File: src/rtl/pdshank_acq_sequencer.sv
// Acquisition sequencer for the pdShank readout FSM: shadows host configuration,
// drives readout enable/reset, counts frames, throttles on FIFO almost-full and
// recovers hung frames through a watchdog.
module pdshank_acq_sequencer #(
  parameter int unsigned RST_CYCLES = 4,
  parameter int unsigned MAX_ROWS   = 800
) (
  input  logic        clk_in,
  input  logic        fsm_rst,
  input  logic        start,
  input  logic        stop,
  input  logic        cfg_update,
  input  logic        continuous,
  input  logic [15:0] cfg_num_frames,
  input  logic [9:0]  cfg_num_rows,
  input  logic [31:0] cfg_integration,
  input  logic [59:0] cfg_periods,
  input  logic [3:0]  cfg_data_wait,
  input  logic [31:0] cfg_timeout,
  input  logic [9:0]  frame_count,
  input  logic        fifo_afull,
  output logic        fsm_en_o,
  output logic        rd_rst_o,
  output logic [9:0]  sh_num_rows,
  output logic [31:0] sh_integration,
  output logic [59:0] sh_periods,
  output logic [3:0]  sh_data_wait,
  output logic [15:0] frames_done,
  output logic        busy,
  output logic        err_cfg,
  output logic        err_timeout
);

  typedef enum logic [2:0] {
    StIdle,
    StArm,
    StRun,
    StHold,
    StReload,
    StAbort
  } state_e;

  localparam logic [10:0] MaxRows = 11'(MAX_ROWS);
  localparam logic [7:0]  RstLast = 8'(RST_CYCLES - 1);
  localparam logic [7:0]  RstEnd  = 8'(RST_CYCLES);

  state_e      state_q;
  logic [7:0]  cnt_q;
  logic [9:0]  prev_fc_q;
  logic [31:0] wd_q;
  logic        stop_pend_q;
  logic        upd_pend_q;

  logic        cfg_valid;
  logic        boundary;
  logic        last_frame;
  logic        stop_now;
  logic        wd_fire;
  logic [15:0] frames_tgt;

  // Decode configuration validity, frame boundaries and exit conditions.
  always_comb begin
    cfg_valid  = (cfg_num_rows != 10'd0) && ({1'b0, cfg_num_rows} <= MaxRows);
    boundary   = (frame_count != prev_fc_q);
    frames_tgt = (cfg_num_frames == 16'd0) ? 16'd1 : cfg_num_frames;
    last_frame = !continuous && (({1'b0, frames_done} + 17'd1) >= {1'b0, frames_tgt});
    // A stop pulse arriving on the boundary cycle itself still ends the run there.
    stop_now   = stop_pend_q | stop;
    wd_fire    = (cfg_timeout != 32'd0) && (wd_q >= cfg_timeout);
  end

  // Sequencer FSM with registered outputs.
  always_ff @(posedge clk_in or posedge fsm_rst) begin
    if (fsm_rst) begin
      state_q        <= StIdle;
      cnt_q          <= '0;
      prev_fc_q      <= '0;
      wd_q           <= '0;
      stop_pend_q    <= 1'b0;
      upd_pend_q     <= 1'b0;
      fsm_en_o       <= 1'b0;
      rd_rst_o       <= 1'b1;
      sh_num_rows    <= '0;
      sh_integration <= '0;
      sh_periods     <= '0;
      sh_data_wait   <= '0;
      frames_done    <= '0;
      busy           <= 1'b0;
      err_cfg        <= 1'b0;
      err_timeout    <= 1'b0;
    end else begin
      // Pending-flag capture; state handling below may override these.
      if ((state_q != StIdle) && stop) stop_pend_q <= 1'b1;
      if (((state_q == StRun) || (state_q == StHold)) && cfg_update && !stop_now) begin
        upd_pend_q <= 1'b1;
      end

      unique case (state_q)
        StIdle: begin
          fsm_en_o <= 1'b0;
          rd_rst_o <= 1'b0;
          busy     <= 1'b0;
          if (start) begin
            if (cfg_valid) begin
              sh_num_rows    <= cfg_num_rows;
              sh_integration <= cfg_integration;
              sh_periods     <= cfg_periods;
              sh_data_wait   <= cfg_data_wait;
              frames_done    <= '0;
              err_cfg        <= 1'b0;
              err_timeout    <= 1'b0;
              stop_pend_q    <= 1'b0;
              upd_pend_q     <= 1'b0;
              cnt_q          <= '0;
              rd_rst_o       <= 1'b1;
              busy           <= 1'b1;
              state_q        <= StArm;
            end else begin
              err_cfg <= 1'b1;
            end
          end
        end

        StArm: begin
          // Reset held RST_CYCLES cycles, then one quiet cycle before enabling.
          cnt_q <= cnt_q + 8'd1;
          if (cnt_q == RstLast) rd_rst_o <= 1'b0;
          if (cnt_q == RstEnd) begin
            prev_fc_q <= '0;
            wd_q      <= '0;
            fsm_en_o  <= 1'b1;
            state_q   <= StRun;
          end
        end

        StRun: begin
          if (stop_now) upd_pend_q <= 1'b0;
          if (boundary) begin
            prev_fc_q <= frame_count;
            wd_q      <= '0;
            if (frames_done != 16'hFFFF) frames_done <= frames_done + 16'd1;
            if (stop_now || last_frame) begin
              fsm_en_o    <= 1'b0;
              busy        <= 1'b0;
              stop_pend_q <= 1'b0;
              upd_pend_q  <= 1'b0;
              state_q     <= StIdle;
            end else if (upd_pend_q) begin
              fsm_en_o <= 1'b0;
              state_q  <= StReload;
            end else if (fifo_afull) begin
              fsm_en_o <= 1'b0;
              state_q  <= StHold;
            end
          end else if (wd_fire) begin
            err_timeout <= 1'b1;
            fsm_en_o    <= 1'b0;
            rd_rst_o    <= 1'b1;
            cnt_q       <= '0;
            state_q     <= StAbort;
          end else begin
            wd_q <= wd_q + 32'd1;
          end
        end

        StHold: begin
          fsm_en_o <= 1'b0;
          if (stop_now) begin
            busy        <= 1'b0;
            stop_pend_q <= 1'b0;
            upd_pend_q  <= 1'b0;
            state_q     <= StIdle;
          end else if (!fifo_afull) begin
            // Readout may have moved frame_count while parked; resync so it is not a boundary.
            prev_fc_q <= frame_count;
            fsm_en_o  <= 1'b1;
            state_q   <= StRun;
          end
        end

        StReload: begin
          fsm_en_o <= 1'b0;
          if (cfg_valid) begin
            sh_num_rows    <= cfg_num_rows;
            sh_integration <= cfg_integration;
            sh_periods     <= cfg_periods;
            sh_data_wait   <= cfg_data_wait;
          end else begin
            err_cfg <= 1'b1;
          end
          upd_pend_q <= 1'b0;
          state_q    <= StHold;
        end

        StAbort: begin
          fsm_en_o <= 1'b0;
          cnt_q    <= cnt_q + 8'd1;
          if (cnt_q == RstLast) begin
            rd_rst_o    <= 1'b0;
            busy        <= 1'b0;
            stop_pend_q <= 1'b0;
            upd_pend_q  <= 1'b0;
            state_q     <= StIdle;
          end
        end

        default: begin
          fsm_en_o <= 1'b0;
          state_q  <= StIdle;
        end
      endcase
    end
  end

endmodule

File: config.mk
export PLATFORM = sky130hd
export DESIGN_NAME = pdshank_acq_sequencer
export DESIGN_NICKNAME = d
export VERILOG_FILES = /design/src/rtl/pdshank_acq_sequencer.sv
export SDC_FILE = /design/constraint.sdc
export NUM_CORES = 1
export LEC_CHECK = 0
export ABC_CLOCK_PERIOD_IN_PS = 5820
export CAP_MARGIN = 20
export CORE_MARGIN = 10
export CORE_UTILIZATION = 43
export DETAILED_ROUTE_END_ITERATION = 10
export PLACE_DENSITY_LB_ADDON = 0.15
export SLEW_MARGIN = 40
export SYNTH_ARGS = -nofsm -noshare
export SYNTH_HDL_FRONTEND = slang
export SYNTH_SLANG_ARGS = --single-unit
File: constraint.sdc
create_clock -name clk_in -period 5.82 [get_ports clk_in]
set_input_delay 0.582 -clock clk_in [delete_from_list [all_inputs] [get_ports clk_in]]
set_output_delay 0.582 -clock clk_in [all_outputs]
set_load 0.05 [all_outputs]
==> impl_metrics.csv, run 1 <==
group,metric,value,unit
synth,ys_ff_latch,182,
global_route,grt_overflow,0,
floorplan,rows,54,
floorplan,core_area,22000,µm²
worst_setup_path,cpPeakStageDelay,510,ps
final_layout,drive_gt1_share,9.63,%
floorplan,fp.dieW,170,µm
global_route,grt_pass1_wl,46500,µm
worst_setup_path,reg2reg_from,"frames_done[0]$_DFFE_PP0P_",
clocking,clock_path_buffers,2,
timing,fin_crit_sh,73.2,%
routing,dr_wl_met2,14100,µm
final_layout,syn_to_final_growth,40.1,%
timing,hold_viol,0,
floorplan,die_h,170,µm
routing,drc,0,
hold_path,hold_start,"sh_integration[4]$_DFFE_PP0P_",
run_status,status,"finished clean",
worst_setup_path,slowest_stage,"a2111oi_0",
clocking,numClockSinks,182,
synth,yosys_warnings,0,
worst_setup_path,crit_type,"reg -> reg",
timing,rsz0062_at_grt,"false",
clocking,post_cts_buffers,0,
timing,skew,18.8,ps
hold_path,hold_path.class,"reg -> reg",
placed_design,routabilityCongestion,0.842,
synth,syn_area_per_cell,10.5,µm²
synth,synth-async-reset-ratio,100,%
routing,first_pass_iters,4,
global_route,antenna_found_initial,1,
timing,relSlewSlack,43.1,%
worst_setup_path,start_kind,"flip-flop",
routing,top_layer,"met4",
timing,setup_violations,0,
routing,viasPerCell,5.32,
clocking,cts_buffers,17,
worst_setup_path,crit_required,6150,ps
synth,synth_edf_count,0,
routing,drtIter0Drc,350,
power,power.leakage,5.91,nW
floorplan,io_pins,298,
synth,synth_top_area_share,47.0,%
placed_design,placed_cell_area,12800,µm²
clocking,cts_hold_buf,0,
routing,met1_length,12000,µm
worst_setup_path,r2r_end,"state_q[1]$_DFFE_PP0P_",
routing,wl_per_cell,19.5,µm
routing,ant_nets,0,
global_route,grt_pass1_vias,8360,
clocking,tritoncts,"done",
timing,period_needed,4260,ps
worst_setup_path,cpMostUsedCell,"and3_1",
synth,synthTopCellsByArea,"dfrtp_1, mux2_2, ha_1",
power,powerDensity,502,nW/µm²
timing,tightest_slew,845,ps
clocking,clk_pin_slew,70,ps
worst_setup_path,crit_chain,"and3_1, nor3b_1, and3_1, and3_1, nand3_1, nor2_1, xor2_1, ha_1, nand3_1, a2111oi_0, a2111oi_0, a21oi_1, o31ai_1, nor2_1, a22o_1",
routing,num_vias,7966,
global_route,grt_max_degree,98,
worst_setup_path,rrSetupSlack,1560,ps
floorplan,start_util,43.9,%
final_layout,fillers,1860,
synth,synthCells,915,
worst_setup_path,rr_worst_depth,15,
worst_setup_path,end_kind,"flip-flop",
synth,synth.distinct_cells,65,
worst_setup_path,critPathMaxFanout,7,
synth,syn_area,9630,µm²
hold_path,holdPathStages,1,
timing,tns,0,ps
global_route,grt_util_all_layers,20.4,%
routing,route.met3.wl,2900,µm
clocking,htree_levels,4,
synth,synth.most_common_cell,"dfrtp_1",
clocking,root_buffer,"clkbuf_16",
synth,synth_common_cells,"dfrtp_1, o21ai_0, inv_1, mux2_2, nor2_1",
placed_design,dp_hpwl,22900,µm
final_layout,final_nets,1425,
final_layout,regArea,4560,µm²
power,peakVddDrop,364,µV
clocking,cts_resized,0,
synth,syn-num-nets,1138,
placed_design,io_buffer_count,297,
floorplan,dieArea,28800,µm²
final_layout,multi_input_area,4620,µm²
final_layout,postLayoutCellArea,13500,µm²
synth,synth_top_flop_cell,"dfrtp_1",
timing,max_freq,235,MHz
flow_run,drv_cap,0,
routing,wirelength,29200,µm
synth,synth_top_cell_by_area,"dfrtp_1",
clocking,insertion_delay,450,ps
synth,ys_seq_area_share,47.3,%
worst_setup_path,arrival,4590,ps
timing,drv_slew,0,
hold_path,holdPathEnd,"sh_integration[4]$_DFFE_PP0P_",
worst max-delay path by stage:
stage,start,to
global route,frames_done[0]$_DFFE_PP0P_,state_q[1]$_DFFE_PP0P_
CTS,frames_done[0]$_DFFE_PP0P_,state_q[1]$_DFFE_PP0P_
finish,frames_done[0]$_DFFE_PP0P_,state_q[1]$_DFFE_PP0P_
floorplan,fsm_rst,busy$_DFFE_PP0P_
detailed placement,frames_done[0]$_DFFE_PP0P_,state_q[1]$_DFFE_PP0P_
global placement,frames_done[0]$_DFFE_PP0P_,state_q[1]$_DFFE_PP0P_
per-layer routing:
metal  GRT usage (%)  vias to the layer above
met5               0                        -
met4            4.35                        0
met3            9.44                       14
met2            33.4                      225
met1            24.1                     3878
li1                -                     3849
layout by cell type (no fill, tap or decap), types with 9 or more instances in the layout:
master and instances:
o21ai_0 70, dfrtp_1 181, a31oi_1 10, clkbuf_16 17, nand4_1 21, mux2_1 40
mux2_2 66, nand2_1 57, nor4_1 16, o41ai_1 9, o31ai_1 10, xor2_1 34
nand3_1 35, nor3_1 11, and3_1 19, nor2_1 61, inv_1 65, xnor2_1 13
a21oi_1 31, clkdlybuf4s50_1 297, ha_1 52
layout make-up:
| cell class | count | area share [%] |
|---|---|---|
| clock inverter | 15 | 1.69 |
| antenna | 2 | 0.0371 |
| timing repair buffer | 302 | 22.6 |
| sequential | 182 | 33.8 |
| tap | 280 | 2.60 |
| clock buffer | 17 | 3.15 |
| multi-input combinational | 632 | 34.2 |
| inverter | 67 | 1.90 |
logic make-up (layout without fill, tap and decap cells):
logic type / Yosys count / after routing / synth area share, %
flip-flops: 182 / 182 / 47.3
AO/OA/AOI/OAI: 167 / 167 / 10.7
buffers and inverters: 101 / 401 / 4.96
XOR/XNOR: 47 / 47 / 4.27
adder cells (fa/ha/maj): 52 / 52 / 6.75
other: 0 / 2 / 0
AND/OR/NAND/NOR: 259 / 259 / 13.5
multiplexers: 107 / 107 / 12.5
stage by stage:
step / power, mW / setup slack [ps] / utilization (%) / hold WS [ps] / cells
final: 6.78 / 1560 / 61.5 / 488 / 1497
after global routing: 7.13 / 1210 / 61.4 / 510 / 1495
after CTS: 6.85 / 1540 / 61.4 / 491 / 1495
after detailed placement: 5.56 / 1570 / 58.5 / 474 / 1463
after global placement: 5.52 / 1630 / 58.3 / 466 / 1462
after floorplan: 4.28 / 296 / - / 466 / 915
state kept, by name, summed over array words and instances (netlist names):
signal / flops
busy: 1
cnt_q: 8
err_cfg: 1
err_timeout: 1
frames_done: 16
fsm_en_o: 1
prev_fc_q: 10
rd_rst_o: 1
sh_data_wait: 4
sh_integration: 32
sh_num_rows: 10
sh_periods: 60
state_q: 3
stop_pend_q: 1
upd_pend_q: 1
wd_q: 32
worst max-delay path, delay by kind of cell, from the launching register on:
| kind | cells | cell delay, ps |
|---|---|---|
| adders and majority gates | 1 | 260 |
| xor gates and xnor gates | 1 | 170 |
| and+or+nand+nor | 8 | 1770 |
| DFF | 1 | 440 |
| AOI/OAI and AO/OA | 5 | 1520 |
where the power goes:
part	internal, mW	switching, mW
clock	0.645	0.613
sequential	1.70	0.262
combinational	1.25	2.30
total	3.60	3.18
Note: power is estimated with default switching activity, not from simulation.
==> inputs of run 2 (changes only) <==
--- a/config.mk
+++ b/config.mk
@@ -5,10 +5,10 @@
 export SDC_FILE = /design/constraint.sdc
 export NUM_CORES = 1
 export LEC_CHECK = 0
-export ABC_CLOCK_PERIOD_IN_PS = 5820
+export ABC_CLOCK_PERIOD_IN_PS = 4450
 export CAP_MARGIN = 20
 export CORE_MARGIN = 10
-export CORE_UTILIZATION = 43
+export CORE_UTILIZATION = 45
 export DETAILED_ROUTE_END_ITERATION = 10
 export PLACE_DENSITY_LB_ADDON = 0.15
 export SLEW_MARGIN = 40
==> constraint.sdc (replaced) <==
create_clock -name clk_in -period 4.45 [get_ports clk_in]
set_input_delay 0.445 -clock clk_in [delete_from_list [all_inputs] [get_ports clk_in]]
set_output_delay 0.445 -clock clk_in [all_outputs]
set_load 0.05 [all_outputs]
==> impl_metrics.csv, run 2 (synthesis results as in run 1) <==
group,metric,value,unit
timing,relSlewSlack,50.1,%
floorplan,core_area,21000,µm²
worst_setup_path,crit_required,4770,ps
timing,tns,0,ps
timing,tightest_slew,745,ps
timing,drv_slew,0,
routing,wirelength,28300,µm
hold_path,hold_path.class,"in -> async",
worst_setup_path,critPathMaxFanout,7,
final_layout,final_nets,1434,
floorplan,die_h,166,µm
power,power.leakage,5.95,nW
worst_setup_path,crit_type,"reg -> reg",
worst_setup_path,arrival,4370,ps
global_route,grt_max_degree,78,
timing,hold_viol,0,
flow_run,drv_cap,0,
final_layout,largest_registers,"sh_periods (60), sh_integration (32), wd_q (32)",
final_layout,layout_common_cells,"clkdlybuf4s50_1, dfrtp_1, o21ai_0",
routing,drtIter0Drc,477,
floorplan,io_pins,298,
global_route,grt_pass1_wl,45800,µm
clocking,clock_path_buffers,2,
routing,viasPerCell,5.34,
routing,num_vias,8009,
placed_design,dp_hpwl,22200,µm
floorplan,dieArea,27700,µm²
timing,setup_violations,0,
timing,max_freq,247,MHz
clocking,cts_resized,0,
timing,fin_crit_sh,91.0,%
power,p_total,8.78,mW
routing,wl_per_cell,18.9,µm
floorplan,start_util,45.8,%
placed_design,placed_cell_area,12900,µm²
global_route,grt_pass1_vias,8219,
placed_design,dpl.cell_count,1467,
final_layout,regMostFlops,"sh_periods",
final_layout,largest_reg_flops,60,
final_layout,utilization,64.5,%
worst_setup_path,end_kind,"flip-flop",
final_layout,syn_to_final_growth,40.8,%
clocking,post_cts_buffers,0,
timing,period_needed,4050,ps
global_route,grt_util_all_layers,20.3,%
routing,first_pass_iters,5,
global_route,antenna_found_initial,1,
timing,rsz0062_at_grt,"false",
clocking,htree_levels,4,
routing,ant_nets,0,
clocking,numClockSinks,182,
routing,drc,0,
global_route,grt_overflow,0,
clocking,cts_hold_buf,0,
power,powerDensity,647,nW/µm²
placed_design,routabilityCongestion,0.860,
placed_design,io_buffer_count,297,
clocking,cts_buffers,17,
clocking,clk_pin_slew,80,ps
final_layout,instances_no_fill,1500,
final_layout,mostFrequentLayoutCell,"clkdlybuf4s50_1",
clocking,root_buffer,"clkbuf_16",
floorplan,rows,53,
final_layout,drive_gt1_share,10.3,%
power,peakVddDrop,464,µV
run_status,status,"finished clean",
clocking,insertion_delay,440,ps
final_layout,postLayoutCellArea,13600,µm²
timing,skew,18.1,ps
floorplan,fp.dieW,166,µm
worst_setup_path,start_kind,"flip-flop",
clocking,tritoncts,"done",
-- run 2: cell types whose count changed in the layout (fill, tap and decap cells not counted), moves of 2 or more --
cell / delta
buf_4: +6
buf_12: +2
inv_6: +4
clkinvlp_4: +2
inv_12: -4
inv_8: -3
-- run 2: where the power goes --
part / internal [mW] / switching [mW]
Sequential: 2.23 / 0.344
Combinational: 1.66 / 2.98
Clock: 0.811 / 0.751
-- run 2: final cells by class --
| class | instances | area (µm²) |
|---|---|---|
| Tap cell | 275 | 344 |
| Timing Repair Buffer | 311 | 3170 |
| Clock inverter | 15 | 185 |
| Sequential cell | 182 | 4560 |
| Antenna cell | 1 | 2.50 |
| Multi-Input combinational cell | 632 | 4620 |
| Inverter | 67 | 255 |
| Clock buffer | 17 | 425 |
| Fill cell | 1681 | 7460 |
-- run 2: path summary, 6_finish.rpt --
check / depth (start not counted) / slack (ps) / end / startpoint
setup / recovery: 15 / 400 / state_q[1]$_DFFE_PP0P_ / frames_done[0]$_DFFE_PP0P_
hold / removal: 2 / 330 / sh_periods[41]$_DFFE_PP0P_ / fsm_rst
setup reg to reg: 15 / 400 / state_q[1]$_DFFE_PP0P_ / frames_done[0]$_DFFE_PP0P_
hold reg to reg: 1 / 490 / sh_integration[23]$_DFFE_PP0P_ / sh_integration[23]$_DFFE_PP0P_
max in group asynchronous: 3 / 3410 / prev_fc_q[5]$_DFFE_PP0P_ / fsm_rst
min in group clk_in: 1 / 490 / sh_integration[23]$_DFFE_PP0P_ / sh_integration[23]$_DFFE_PP0P_
-- run 2: routing by layer --
metal / global-route usage (%) / up-vias / share of wire [%] / wire length [µm]
met5: 0 / - / 0 / 0
met4: 5.38 / 0 / 1.4 / 386
met3: 6.60 / 28 / 7.1 / 2020
met2: 34.6 / 230 / 51 / 14400
met1: 24.1 / 3887 / 41 / 11600
li1: - / 3864 / - / -
-- run 2: worst max-delay path, cell delays in order (launching register included) --
cell and delay, ps:
dfrtp_1 440, ha_1 270, and4_1 270, and4_1 240
nand3_1 190, nor2_1 200, nand3_1 140, xnor2_1 160
ha_1 330, a21oi_1 160, o41ai_1 90, a2111oi_1 500
a21oi_2 190, o31ai_1 390, nor2_1 120, a22o_1 240
-- run 2: stage by stage --
| stage | setup WS [ps] | hold WS [ps] |
|---|---|---|
| 6_report | 400 | 327 |
| 3_3_place_gp | 446 | 467 |
| 3_5_place_dp | 413 | 474 |
| 4_1_cts | 362 | 315 |
| 5_1_grt | 34.4 | 327 |
| 2_1_floorplan | 324 | 466 |
==> RTL edit: new RTL, settings of run 2 <==
Encoding of `state_e`: now one-hot (6 bits for 6 states).
--- a/src/rtl/pdshank_acq_sequencer.sv
+++ b/src/rtl/pdshank_acq_sequencer.sv
@@ -32,11 +32,11 @@
 );
 
-  typedef enum logic [2:0] {
-    StIdle,
-    StArm,
-    StRun,
-    StHold,
-    StReload,
-    StAbort
+  typedef enum logic [5:0] {
+    StIdle   = 6'b000001,
+    StArm    = 6'b000010,
+    StRun    = 6'b000100,
+    StHold   = 6'b001000,
+    StReload = 6'b010000,
+    StAbort  = 6'b100000
   } state_e;
 
Behaviour: no difference found for any inputs over 4 cycles, from zero or initial values and one cycle with fsm_rst high; so few cycles prove little.
==> RTL edit against run 2 <==
Total power increased by 1.6%. Critical path depth down 2. Non-clock buffer count grew 1. Count of clock-buffer cells in the layout did not move. Synthesized area grew 5.6%. Global-route usage about the same. Largest power group unchanged. Critical path type unchanged. Die area is 4.9% higher. Sequential cell count rose by 3. Routed wire length is 6.0% higher. Highest routed layer unchanged. Cell area is 3.9% higher. Clock skew hardly changed. Setup slack better by 0.40 ns. Largest cell class unchanged.
==> RTL edit: results (changes against run 2) <==
CTS Buf Count - 17 (unchanged)
Slew headroom - 0.4443 (was 0.5012)
Clock Latency Late Sink - 0.45 ns
CTS Buffer Depth - 2 (unchanged)
Crit. Startpoint - frames_done[0] (unchanged)
M2 GR Usage - 0.3233 (was 0.3463)
r2r setup slk - 0.80 ns (was 0.40 ns)
Critical-path top delay cell - dfrtp_1 (was a2111oi_1)
DRT Pass-1 Iters - 5 (unchanged)
crit path max fanout - 7 (unchanged)
reg2reg end - fsm_en_o (was state_q[1])
postcts setup bufs - 0 (unchanged)
synth top area cells - dfrtp_1 45%, mux2_2 12%, ha_1 6.4% (was dfrtp_1 47%, mux2_2 7.7%, ha_1 6.8%)
R2R depth - 13 (was 15)
clock-pin slew on the worst setup and hold paths - 0.09 ns
RD Place Congestion - 0.8626 (was 0.8599)
Worst Skew - 0.01817 ns (was 0.01812 ns)
ratio of cells with drive above 1 in the final layout - 0.1476 (was 0.1029)
grt met1 use - 0.2389 (was 0.2409)
Total Routing Usage GR - 0.2033 (was 0.2030)
synth cell count leaders - 183 x dfrtp_1, 107 x mux2_2, 96 x nand2_1 (was 181 x dfrtp_1, 70 x o21ai_0, 66 x inv_1, 66 x mux2_2, 62 x nor2_1)
initial DRC count - 610 (was 477)
Layout fillers - 1802 (was 1681)
Crit path largest cell delay - 0.47 ns (was 0.50 ns)
Final HPWL DP - 23010 um (was 22160 um)
VDD IR-drop max - 558.4 uV (was 463.6 uV)
top flop regs - sh_periods x60, sh_integration x32, wd_q x32 (unchanged)
Arr. time, crit path - 3.98 ns (was 4.37 ns)
Synth cell types - 79 (was 65)
met3 Usage GRT - 0.1011 (was 0.06602)
syn_nets - 1186 (was 1138)
register area share after synthesis - 0.4552 (was 0.4729)
ys async rst share - 1.000 (unchanged)
status - finished, final reports clean (unchanged)
initial antenna violation count - 0 (was 1)
WL final - 30030 um (was 28320 um)
CTS Root Cell - clkbuf_16 (unchanged)
H-tree levels - 4 (unchanged)
vias in the first global route - 8675 (was 8219)
DR WL met3 - 3343 um (was 2016 um)
largest net degree at the start of global routing - 90 (was 78)
dpl cell area - 13460 sq um (was 12940 sq um)
sw frac - 0.4638 (was 0.4646)
cell family with most CP delay - simple AND/OR/NAND/NOR gates (was compound AO/OA/AOI/OAI gates)
global-route wire length before repair - 47100 um (was 45830 um)
Yosys Warn Count - 0 (unchanged)
post-CTS resize count - 0 (unchanged)
CP endpoint kind - register (unchanged)
post-route ant nets - 0 (unchanged)
Hold Path Class - input port to asynchronous set/reset pin (unchanged)
wl on met1 - 12190 um (was 11560 um)
met2 wire len - 14030 um (was 14360 um)
ys flop type - dfrtp_1 (unchanged)
post-layout net count - 1477 (was 1434)
Leakage - 6.238 nW (was 5.947 nW)
Max Used Layer - met4 (unchanged)
Via Count - 8505 (was 8009)
RTL edit: per-stage QoR:
stage,util,power (mW),worst slack (ns),instances
global placement,0.6100,7.310,0.7592,1513
global route,0.6395,9.349,0.4899,1547
finish,0.6396,8.917,0.7953,1548
detailed placement,0.6110,7.380,0.8427,1515
CTS,0.6395,9.020,0.8056,1547
floorplan,-,5.683,0.7708,963
RTL edit: cell families (layout without fill, tap and decap cells):
logic type,after synthesis,after routing,synth area share
compound gates,181,181,0.1260
xor+xnor,26,26,0.02238
fa+ha+maj,52,52,0.06394
buf+inv,98,402,0.04169
flops,185,185,0.4552
mux,115,115,0.1264
other cells,0,1,0
simple gates,306,306,0.1643
RTL edit: final cells by class:
class,count,area share
Multi-Input combinational cell,680,0.3646
Sequential cell,185,0.3288
Timing Repair Buffer,312,0.2213
Clock buffer,17,0.03020
Tap cell,280,0.02487
Inverter,58,0.01572
Clock inverter,15,0.01439
Antenna cell,1,0.0001776
RTL edit: worst min path at each step:
stage | endpoint | slack [ns] | depth (start not counted)
6_report | sh_periods[4] | 0.30 | 2
5_1_grt | sh_periods[4] | 0.31 | 2
4_1_cts | sh_periods[4] | 0.30 | 2
3_5_place_dp | err_timeout | 0.48 | 1
3_3_place_gp | busy | 0.48 | 1
2_1_floorplan | prev_fc_q[0] | 0.47 | 2
RTL edit: power groups by stage:
stage / clock network [mW] / logic [mW] / registers [mW]
after floorplan: 0 / 1.26 / 4.42
after global placement: 0 / 4.71 / 2.60
after detailed placement: 0 / 4.75 / 2.63
after CTS: 1.64 / 4.77 / 2.61
after global routing: 1.72 / 4.95 / 2.69
final: 1.60 / 4.71 / 2.60
